File: src/rtl/dphy_rx_lane_hs_sequencer.sv
// ---------------------------------------------------------------------------
// dphy_rx_lane_hs_sequencer
//
// LP-to-HS entry/exit sequencer for a 4-lane CSI-2 D-PHY receiver. It watches
// the low-power line states of the clock lane and data lane 0, sequences the
// termination and HS-receiver enables for the clock lane and the data lanes,
// and gates the lane-aligner HS sync. Data-lane HS residency is protected by
// a timeout so a lane stuck in LP00 cannot hold the receiver in HS forever.
//
// Ports:
//   clk_lp_ctrl_i      block clock, all logic on the rising edge
//   reset_i            synchronous reset, active high
//   lp_clk_p_i/_n_i    clock-lane LP receiver outputs (asynchronous)
//   lp_d0_p_i/_n_i     data-lane-0 LP receiver outputs (asynchronous)
//   hs_sync_i          HS sync from the lane aligner
//   term_clk_en_o      clock-lane termination enable
//   term_dN_en_o       data-lane termination enables (N = 0..3)
//   hs_dN_en_o         data-lane HS receiver enables (N = 0..3)
//   hs_sync_o          hs_sync_i qualified by data HS state, registered
//   hs_timeout_o       one-cycle pulse when HS is abandoned for lack of sync
//   lp_hs_state_clk_o  clock FSM state (debug)
//   lp_hs_state_d_o    data FSM state (debug)
//
// Line states are encoded {P,N}: LP11 = 2'b11, LP01 = 2'b01, LP10 = 2'b10,
// LP00 = 2'b00. The FSMs only ever see the 2-flop synchronized copies, so a
// line change moves a state register on the third clock edge after the
// change is first sampled.
// ---------------------------------------------------------------------------
module dphy_rx_lane_hs_sequencer #(
    parameter int NUM_RX_LANE = 4,
    parameter int T_SETTLE    = 6,
    parameter int TD_TERM     = 2,
    parameter int TD_TERM_CLK = 2,
    parameter int HS_TIMEOUT  = 64
) (
    input  logic       clk_lp_ctrl_i,
    input  logic       reset_i,
    input  logic       lp_clk_p_i,
    input  logic       lp_clk_n_i,
    input  logic       lp_d0_p_i,
    input  logic       lp_d0_n_i,
    input  logic       hs_sync_i,
    output logic       term_clk_en_o,
    output logic       term_d0_en_o,
    output logic       term_d1_en_o,
    output logic       term_d2_en_o,
    output logic       term_d3_en_o,
    output logic       hs_d0_en_o,
    output logic       hs_d1_en_o,
    output logic       hs_d2_en_o,
    output logic       hs_d3_en_o,
    output logic       hs_sync_o,
    output logic       hs_timeout_o,
    output logic [1:0] lp_hs_state_clk_o,
    output logic [1:0] lp_hs_state_d_o
);

    // -----------------------------------------------------------------------
    // Line-state encodings and FSM state types
    // -----------------------------------------------------------------------
    localparam logic [1:0] LP00 = 2'b00;
    localparam logic [1:0] LP01 = 2'b01;
    localparam logic [1:0] LP11 = 2'b11;

    typedef enum logic [1:0] {
        D_IDLE    = 2'b00,
        D_HS_RQST = 2'b01,
        D_SETTLE  = 2'b10,
        D_HS      = 2'b11
    } data_state_e;

    typedef enum logic [1:0] {
        C_IDLE      = 2'b00,
        C_RQST      = 2'b01,
        C_TERM_WAIT = 2'b10,
        C_HS_CLK    = 2'b11
    } clk_state_e;

    // -----------------------------------------------------------------------
    // Counter widths and terminal values. Each counter only has to reach
    // its own "last" value, so it is sized for that value.
    // -----------------------------------------------------------------------
    localparam int SCW = (T_SETTLE > 1)    ? $clog2(T_SETTLE)    : 1;
    localparam int TCW = (HS_TIMEOUT > 1)  ? $clog2(HS_TIMEOUT)  : 1;
    localparam int CCW = (TD_TERM_CLK > 1) ? $clog2(TD_TERM_CLK) : 1;

    localparam logic [SCW-1:0] SETTLE_LAST  = SCW'(T_SETTLE - 1);
    localparam logic [SCW-1:0] SETTLE_ONE   = SCW'(1);
    localparam logic [SCW-1:0] SETTLE_ZERO  = SCW'(0);
    localparam logic [TCW-1:0] TIMEOUT_LAST = TCW'(HS_TIMEOUT - 1);
    localparam logic [TCW-1:0] TIMEOUT_ONE  = TCW'(1);
    localparam logic [TCW-1:0] TIMEOUT_ZERO = TCW'(0);
    localparam logic [CCW-1:0] CTERM_LAST   = CCW'(TD_TERM_CLK - 1);
    localparam logic [CCW-1:0] CTERM_ONE    = CCW'(1);
    localparam logic [CCW-1:0] CTERM_ZERO   = CCW'(0);

    // Termination turns on at the edge where cnt becomes TD_TERM, i.e. when
    // the current count is TD_TERM-1. TD_TERM = 0 is handled on SETTLE entry.
    localparam int             TERM_PRE     = (TD_TERM > 0) ? (TD_TERM - 1) : 0;
    localparam logic [SCW-1:0] TERM_PRE_V   = SCW'(TERM_PRE);
    localparam logic           TERM_AT_ENTRY = (TD_TERM == 0);

    // Active-lane mask: lanes at or above NUM_RX_LANE never get an enable.
    function automatic logic [3:0] lane_mask(input int lanes);
        logic [3:0] mask;
        mask = 4'b0000;
        for (int i = 0; i < 4; i++) begin
            if (i < lanes) begin
                mask[i] = 1'b1;
            end else begin
                mask[i] = 1'b0;
            end
        end
        return mask;
    endfunction

    localparam logic [3:0] LANE_MASK = lane_mask(NUM_RX_LANE);

    // -----------------------------------------------------------------------
    // State and output registers
    // -----------------------------------------------------------------------
    logic [1:0]     lp_clk_meta_r;
    logic [1:0]     lp_clk_sync_r;
    logic [1:0]     lp_d_meta_r;
    logic [1:0]     lp_d_sync_r;

    data_state_e    state_d_r;
    logic [SCW-1:0] cnt_r;
    logic [TCW-1:0] tcnt_r;
    logic           armed_r;
    logic           got_sync_r;
    logic [3:0]     term_d_r;
    logic [3:0]     hs_d_r;
    logic           hs_timeout_r;
    logic           hs_sync_r;

    clk_state_e     state_clk_r;
    logic [CCW-1:0] ccnt_r;
    logic           term_clk_r;

    // 2-flop synchronizers for the asynchronous LP receiver outputs
    always_ff @(posedge clk_lp_ctrl_i) begin
        if (reset_i) begin
            lp_clk_meta_r <= 2'b00;
            lp_clk_sync_r <= 2'b00;
            lp_d_meta_r   <= 2'b00;
            lp_d_sync_r   <= 2'b00;
        end else begin
            lp_clk_meta_r <= {lp_clk_p_i, lp_clk_n_i};
            lp_clk_sync_r <= lp_clk_meta_r;
            lp_d_meta_r   <= {lp_d0_p_i, lp_d0_n_i};
            lp_d_sync_r   <= lp_d_meta_r;
        end
    end

    // Data-lane FSM: LP request, settle timing, HS residency and timeout
    always_ff @(posedge clk_lp_ctrl_i) begin
        if (reset_i) begin
            state_d_r    <= D_IDLE;
            cnt_r        <= SETTLE_ZERO;
            tcnt_r       <= TIMEOUT_ZERO;
            armed_r      <= 1'b0;
            got_sync_r   <= 1'b0;
            term_d_r     <= 4'b0000;
            hs_d_r       <= 4'b0000;
            hs_timeout_r <= 1'b0;
        end else begin
            hs_timeout_r <= 1'b0;

            // Seeing Stop state is what re-arms entry; this also makes LP11
            // win over a simultaneous timeout in HS.
            if (lp_d_sync_r == LP11) begin
                armed_r <= 1'b1;
            end

            case (state_d_r)
                D_IDLE: begin
                    term_d_r <= 4'b0000;
                    hs_d_r   <= 4'b0000;
                    if ((lp_d_sync_r == LP01) && armed_r) begin
                        state_d_r <= D_HS_RQST;
                    end
                end

                D_HS_RQST: begin
                    term_d_r <= 4'b0000;
                    hs_d_r   <= 4'b0000;
                    if (lp_d_sync_r == LP00) begin
                        state_d_r <= D_SETTLE;
                        cnt_r     <= SETTLE_ZERO;
                        term_d_r  <= TERM_AT_ENTRY ? LANE_MASK : 4'b0000;
                    end else if (lp_d_sync_r != LP01) begin
                        state_d_r <= D_IDLE;
                    end
                end

                D_SETTLE: begin
                    hs_d_r <= 4'b0000;
                    if (lp_d_sync_r != LP00) begin
                        // Aborted bridge: back off without any enable left on
                        state_d_r <= D_IDLE;
                        cnt_r     <= SETTLE_ZERO;
                        term_d_r  <= 4'b0000;
                    end else if (cnt_r == SETTLE_LAST) begin
                        state_d_r  <= D_HS;
                        tcnt_r     <= TIMEOUT_ZERO;
                        got_sync_r <= 1'b0;
                        term_d_r   <= LANE_MASK;
                        hs_d_r     <= LANE_MASK;
                    end else begin
                        cnt_r <= cnt_r + SETTLE_ONE;
                        if (cnt_r >= TERM_PRE_V) begin
                            term_d_r <= LANE_MASK;
                        end
                    end
                end

                D_HS: begin
                    if (lp_d_sync_r == LP11) begin
                        state_d_r  <= D_IDLE;
                        tcnt_r     <= TIMEOUT_ZERO;
                        got_sync_r <= 1'b0;
                        term_d_r   <= 4'b0000;
                        hs_d_r     <= 4'b0000;
                    end else if ((tcnt_r == TIMEOUT_LAST) && !got_sync_r && !hs_sync_i) begin
                        // No sync ever arrived: leave HS disarmed so a stuck
                        // LP00 line cannot re-trigger entry.
                        state_d_r    <= D_IDLE;
                        tcnt_r       <= TIMEOUT_ZERO;
                        armed_r      <= 1'b0;
                        term_d_r     <= 4'b0000;
                        hs_d_r       <= 4'b0000;
                        hs_timeout_r <= 1'b1;
                    end else begin
                        term_d_r <= LANE_MASK;
                        hs_d_r   <= LANE_MASK;
                        if (tcnt_r != TIMEOUT_LAST) begin
                            tcnt_r <= tcnt_r + TIMEOUT_ONE;
                        end
                        if (hs_sync_i) begin
                            got_sync_r <= 1'b1;
                        end
                    end
                end

                default: begin
                    state_d_r <= D_IDLE;
                    term_d_r  <= 4'b0000;
                    hs_d_r    <= 4'b0000;
                end
            endcase
        end
    end

    // Aligner sync is only forwarded while the data lanes are in HS
    always_ff @(posedge clk_lp_ctrl_i) begin
        if (reset_i) begin
            hs_sync_r <= 1'b0;
        end else begin
            hs_sync_r <= hs_sync_i && (state_d_r == D_HS);
        end
    end

    // Clock-lane FSM: request, termination delay, HS clock residency
    always_ff @(posedge clk_lp_ctrl_i) begin
        if (reset_i) begin
            state_clk_r <= C_IDLE;
            ccnt_r      <= CTERM_ZERO;
            term_clk_r  <= 1'b0;
        end else begin
            case (state_clk_r)
                C_IDLE: begin
                    term_clk_r <= 1'b0;
                    if (lp_clk_sync_r == LP01) begin
                        state_clk_r <= C_RQST;
                    end
                end

                C_RQST: begin
                    term_clk_r <= 1'b0;
                    if (lp_clk_sync_r == LP00) begin
                        state_clk_r <= C_TERM_WAIT;
                        ccnt_r      <= CTERM_ZERO;
                    end else if (lp_clk_sync_r != LP01) begin
                        state_clk_r <= C_IDLE;
                    end
                end

                C_TERM_WAIT: begin
                    if (lp_clk_sync_r != LP00) begin
                        state_clk_r <= C_IDLE;
                        ccnt_r      <= CTERM_ZERO;
                        term_clk_r  <= 1'b0;
                    end else if (ccnt_r == CTERM_LAST) begin
                        state_clk_r <= C_HS_CLK;
                        term_clk_r  <= 1'b1;
                    end else begin
                        ccnt_r     <= ccnt_r + CTERM_ONE;
                        term_clk_r <= 1'b0;
                    end
                end

                C_HS_CLK: begin
                    if (lp_clk_sync_r == LP11) begin
                        state_clk_r <= C_IDLE;
                        ccnt_r      <= CTERM_ZERO;
                        term_clk_r  <= 1'b0;
                    end else begin
                        term_clk_r <= 1'b1;
                    end
                end

                default: begin
                    state_clk_r <= C_IDLE;
                    term_clk_r  <= 1'b0;
                end
            endcase
        end
    end

    // -----------------------------------------------------------------------
    // Outputs: straight from registers
    // -----------------------------------------------------------------------
    assign term_clk_en_o     = term_clk_r;
    assign term_d0_en_o      = term_d_r[0];
    assign term_d1_en_o      = term_d_r[1];
    assign term_d2_en_o      = term_d_r[2];
    assign term_d3_en_o      = term_d_r[3];
    assign hs_d0_en_o        = hs_d_r[0];
    assign hs_d1_en_o        = hs_d_r[1];
    assign hs_d2_en_o        = hs_d_r[2];
    assign hs_d3_en_o        = hs_d_r[3];
    assign hs_sync_o         = hs_sync_r;
    assign hs_timeout_o      = hs_timeout_r;
    assign lp_hs_state_clk_o = state_clk_r;
    assign lp_hs_state_d_o   = state_d_r;

endmodule

File: config.mk
export PLATFORM = sky130hd
export DESIGN_NAME = dphy_rx_lane_hs_sequencer
export DESIGN_NICKNAME = d
export VERILOG_FILES = /design/src/rtl/dphy_rx_lane_hs_sequencer.sv
export SDC_FILE = /design/constraint.sdc
export NUM_CORES = 1
export LEC_CHECK = 0
export CELL_PAD_IN_SITES_DETAIL_PLACEMENT = 0
export CELL_PAD_IN_SITES_GLOBAL_PLACEMENT = 1
export CORE_UTILIZATION = 38
export CTS_CLUSTER_DIAMETER = 60
export DETAILED_ROUTE_END_ITERATION = 7
export PLACE_DENSITY_LB_ADDON = 0.1
export SETUP_SLACK_MARGIN = 0.2
export SYNTH_ARGS = -nofsm -noshare
export SYNTH_HDL_FRONTEND = slang
export SYNTH_SLANG_ARGS = --single-unit
File: constraint.sdc
create_clock -name clk_lp_ctrl_i -period 2 [get_ports clk_lp_ctrl_i]
set_input_delay 0.4 -clock clk_lp_ctrl_i [delete_from_list [all_inputs] [get_ports clk_lp_ctrl_i]]
set_output_delay 0.4 -clock clk_lp_ctrl_i [all_outputs]
set_load 0.1 [all_outputs]
==> summary.md <==
| Metric | Value |
|---|---|
| Max-slew violations | `0` |
| Die Y-Extent | `60.0 um` |
| Pin count of the biggest net entering global routing | `30` |
| Layout Skew | `9.15 ps` |
| WL final | `2450 um` |
| Max-slew headroom | `0.734` |
| Sink Count | `29` |
| Area occupied by multi-input gates | `637 sq um` |
| Area leader, netlist | `dfxtp_1` |
| Die area | `3590 sq um` |
| WL/cell | `11.8 um` |
| CTS tree | `built` |
| Max Cap Viol | `0` |
| Post-synth EDFFs | `0` |
| GP Congestion | `0.794` |
| Final min period | `1700 ps` |
| Fin crit share | `0.850` |
| RSZ-0062 raised after global routing | `false` |
| Commonest cells post-synth | `29 x dfxtp_1, 14 x a21oi_1, 13 x nor2_1` |
| Total Routing Usage GR | `0.161` |
| FP Rows | `20` |
| Worst-Margin Slew | `398 ps` |
| Count leader, synth | `dfxtp_1` |
| CP endpoint kind | `flip-flop` |
| Reg area | `592 sq um` |
| CP Data Arrival Time | `1970 ps` |
| Number of distinct library cells after synthesis | `39` |
| Clock power share | `0.415` |
| Port Buffers | `21` |
| Combinational power share | `0.055` |
| DP Wirelength | `1650 um` |
| Most area-consuming cells after synthesis | `dfxtp_1 45%, a21oi_1 5.5%, nor2b_1 4.4%, nor2_1 3.8%, buf_4 3.5%` |
| First-pass GRT wire length | `4150 um` |
| Antenna violations before repair | `0` |
| CP max FO | `5` |
| Status | `finished, final reports clean` |
| Vias per inst | `5.06` |
| # diodes | `0` |
| Depth of the CTS H-tree | `2` |
| Setup violations, final | `0` |
| Setup TNS | `0 ps` |
| Final Hold Vio Count | `0` |
| Vias in the first global route | `937` |
| Io pins | `22` |
| Overflow after GRT | `0` |
| Leak | `0.604 nW` |
| VDD IR max | `0.000426 V` |
| 1st-pass router iterations | `5` |
| Cell area after synthesis | `1280 sq um` |
| Worst hold path class | `reg2reg` |
| Final #Nets | `173` |
| Share of post-route cells with drive strength above 1 | `0.250` |
| Synth Warn # | `0` |
| Crit path required time | `2270 ps` |
| Register area share after synthesis | `0.455` |
| NetSw | `0.261 mW` |
| FF+latch count, synth | `29` |
| Core area | `3130 sq um` |
| Max Root-Sink Buffers | `2` |
| Sequential share of power | `0.530` |
| Power per cell area | `709 nW/um^2` |
| Post-DP Area | `1460 sq um` |
| 1st-iter DRT viols | `48` |
| Clock root cell | `clkbuf_4` |
| Worst setup SP type | `flip-flop` |
| Post-CTS Hold Fix Bufs | `0` |
| Mapped Cells | `145` |
| Post-synth ARST share | `0` |
| Width of the chip | `60.0 um` |
| Yosys top cell area share | `0.455` |
| Synth-to-Final Area Change | `23.9%` |
| Num CTS Buffers | `5` |
| Via count | `1,052` |
| CTS clk-pin slew, worst paths | `100 ps` |
| WS Path Type | `reg2reg` |
| Starting Density | `0.408` |
| Mapped Avg Cell Area | `8.80 sq um` |
| Antenna-violating nets left | `0` |
| Max Fclk | `0.588 GHz` |
| Clk Latency, worst-skew pair | `340 ps` |
| Internal | `0.860 mW` |
| Syn Nets | `155` |
| Sw Share | `0.233` |
| Final instance area | `1580 sq um` |
| DRC | `0` |
| Ys flop type | `dfxtp_1` |
| Fillers | `301` |
[cell usage in the layout (no fill, tap or decap), types with 2 or more instances in the layout]
cell type | Yosys | layout
clkbuf_4 | 0 | 5
or3_1 | 3 | 2
nor2b_1 | 9 | 9
buf_4 | 6 | 16
nand2_1 | 7 | 7
a31oi_1 | 3 | 2
ha_2 | 0 | 2
inv_1 | 4 | 4
nand3_1 | 5 | 5
nor3_1 | 5 | 5
nand2b_1 | 3 | 3
nor3b_1 | 4 | 4
a311oi_1 | 3 | 3
clkdlybuf4s50_1 | 0 | 6
o21ai_0 | 4 | 3
dfxtp_1 | 29 | 24
a21oi_1 | 14 | 14
or2_2 | 2 | 2
nor2_1 | 13 | 13
and3_4 | 1 | 2
dfxtp_4 | 0 | 2
dfxtp_2 | 0 | 3
a22oi_1 | 3 | 3
[critical path, cell delays in order, from the launching register on]
cell	delay [ps]
dfxtp_2	350
ha_2	190
and3_4	180
and3_4	200
or3_4	330
or3_1	300
o21ai_0	70
[worst paths after layout]
path | slack (ps) | from | end | depth (start not counted)
hold reg to reg | 440 | lp_clk_meta_r[0] | lp_clk_sync_r[0] | 1
hold / removal | 440 | lp_clk_meta_r[0] | lp_clk_sync_r[0] | 1
setup reg to reg | 300 | tcnt_r[0] | tcnt_r[3] | 6
setup / recovery | 300 | tcnt_r[0] | tcnt_r[3] | 6
[area by class of cell]
class / instances / share of cell area
sequential: 29 / 0.374
multi-input combinational: 100 / 0.403
clock buffer: 7 / 0.0483
clock inverter: 1 / 0.00396
inverter: 4 / 0.00949
timing repair buffer: 23 / 0.127
tap: 44 / 0.0348
[layer usage]
layer,routed length [um],vias to the layer above,global-route usage
li1,-,542,-
met3,138,5,0.0714
met5,0,-,0
met2,1060,25,0.241
met1,1210,480,0.198
met4,42,0,0.0698
[through the flow]
step | setup slack (ps) | util | hold slack (ps) | total power, mW | std cells
floorplan | 208 | - | 414 | 0.645 | 145
global placement | 195 | 0.467 | 421 | 0.667 | 199
detailed placement | 167 | 0.467 | 422 | 0.669 | 199
CTS | 225 | 0.494 | 444 | 1.13 | 207
global route | 209 | 0.506 | 463 | 1.17 | 208
finish | 300 | 0.506 | 441 | 1.12 | 208
[power groups by stage]
stage / Combinational [mW] / Sequential, mW / Clock [mW]
floorplan: 0.0292 / 0.616 / 0
global placement: 0.0604 / 0.607 / 0
detailed placement: 0.0616 / 0.607 / 0
CTS: 0.0618 / 0.594 / 0.477
global route: 0.0673 / 0.596 / 0.506
finish: 0.0618 / 0.594 / 0.465
[what timing repair did]
action                                  4_1_cts  5_1_grt
endpoints found under the setup margin        0        8
gates resized for setup                       0        9
buffers inserted                              0        1
[cell families (layout without fill, tap and decap cells)]
kind of cell	Yosys count	after routing	share of synthesized area
compound gates	35	35	0.173
xor+xnor	1	1	0.00686
fa+ha+maj	3	3	0.0294
buf+inv	16	35	0.0676
flops	29	29	0.455
mux	1	1	0.00784
simple gates	60	60	0.261
[registers in the layout, summed over array words and instances, names as in the netlist]
signal / count
hs_sync_o: 1
lp_hs_state_clk_o: 2
cnt_r: 3
got_sync_r: 1
tcnt_r: 6
lp_hs_state_d_o: 2
hs_timeout_o: 1
lp_clk_meta_r: 2
lp_clk_sync_r: 2
armed_r: 1
hs_d_r: 1
term_d_r: 1
ccnt_r: 1
lp_d_meta_r: 2
lp_d_sync_r: 2
term_clk_en_o: 1
(Power assumes the default switching activity.)
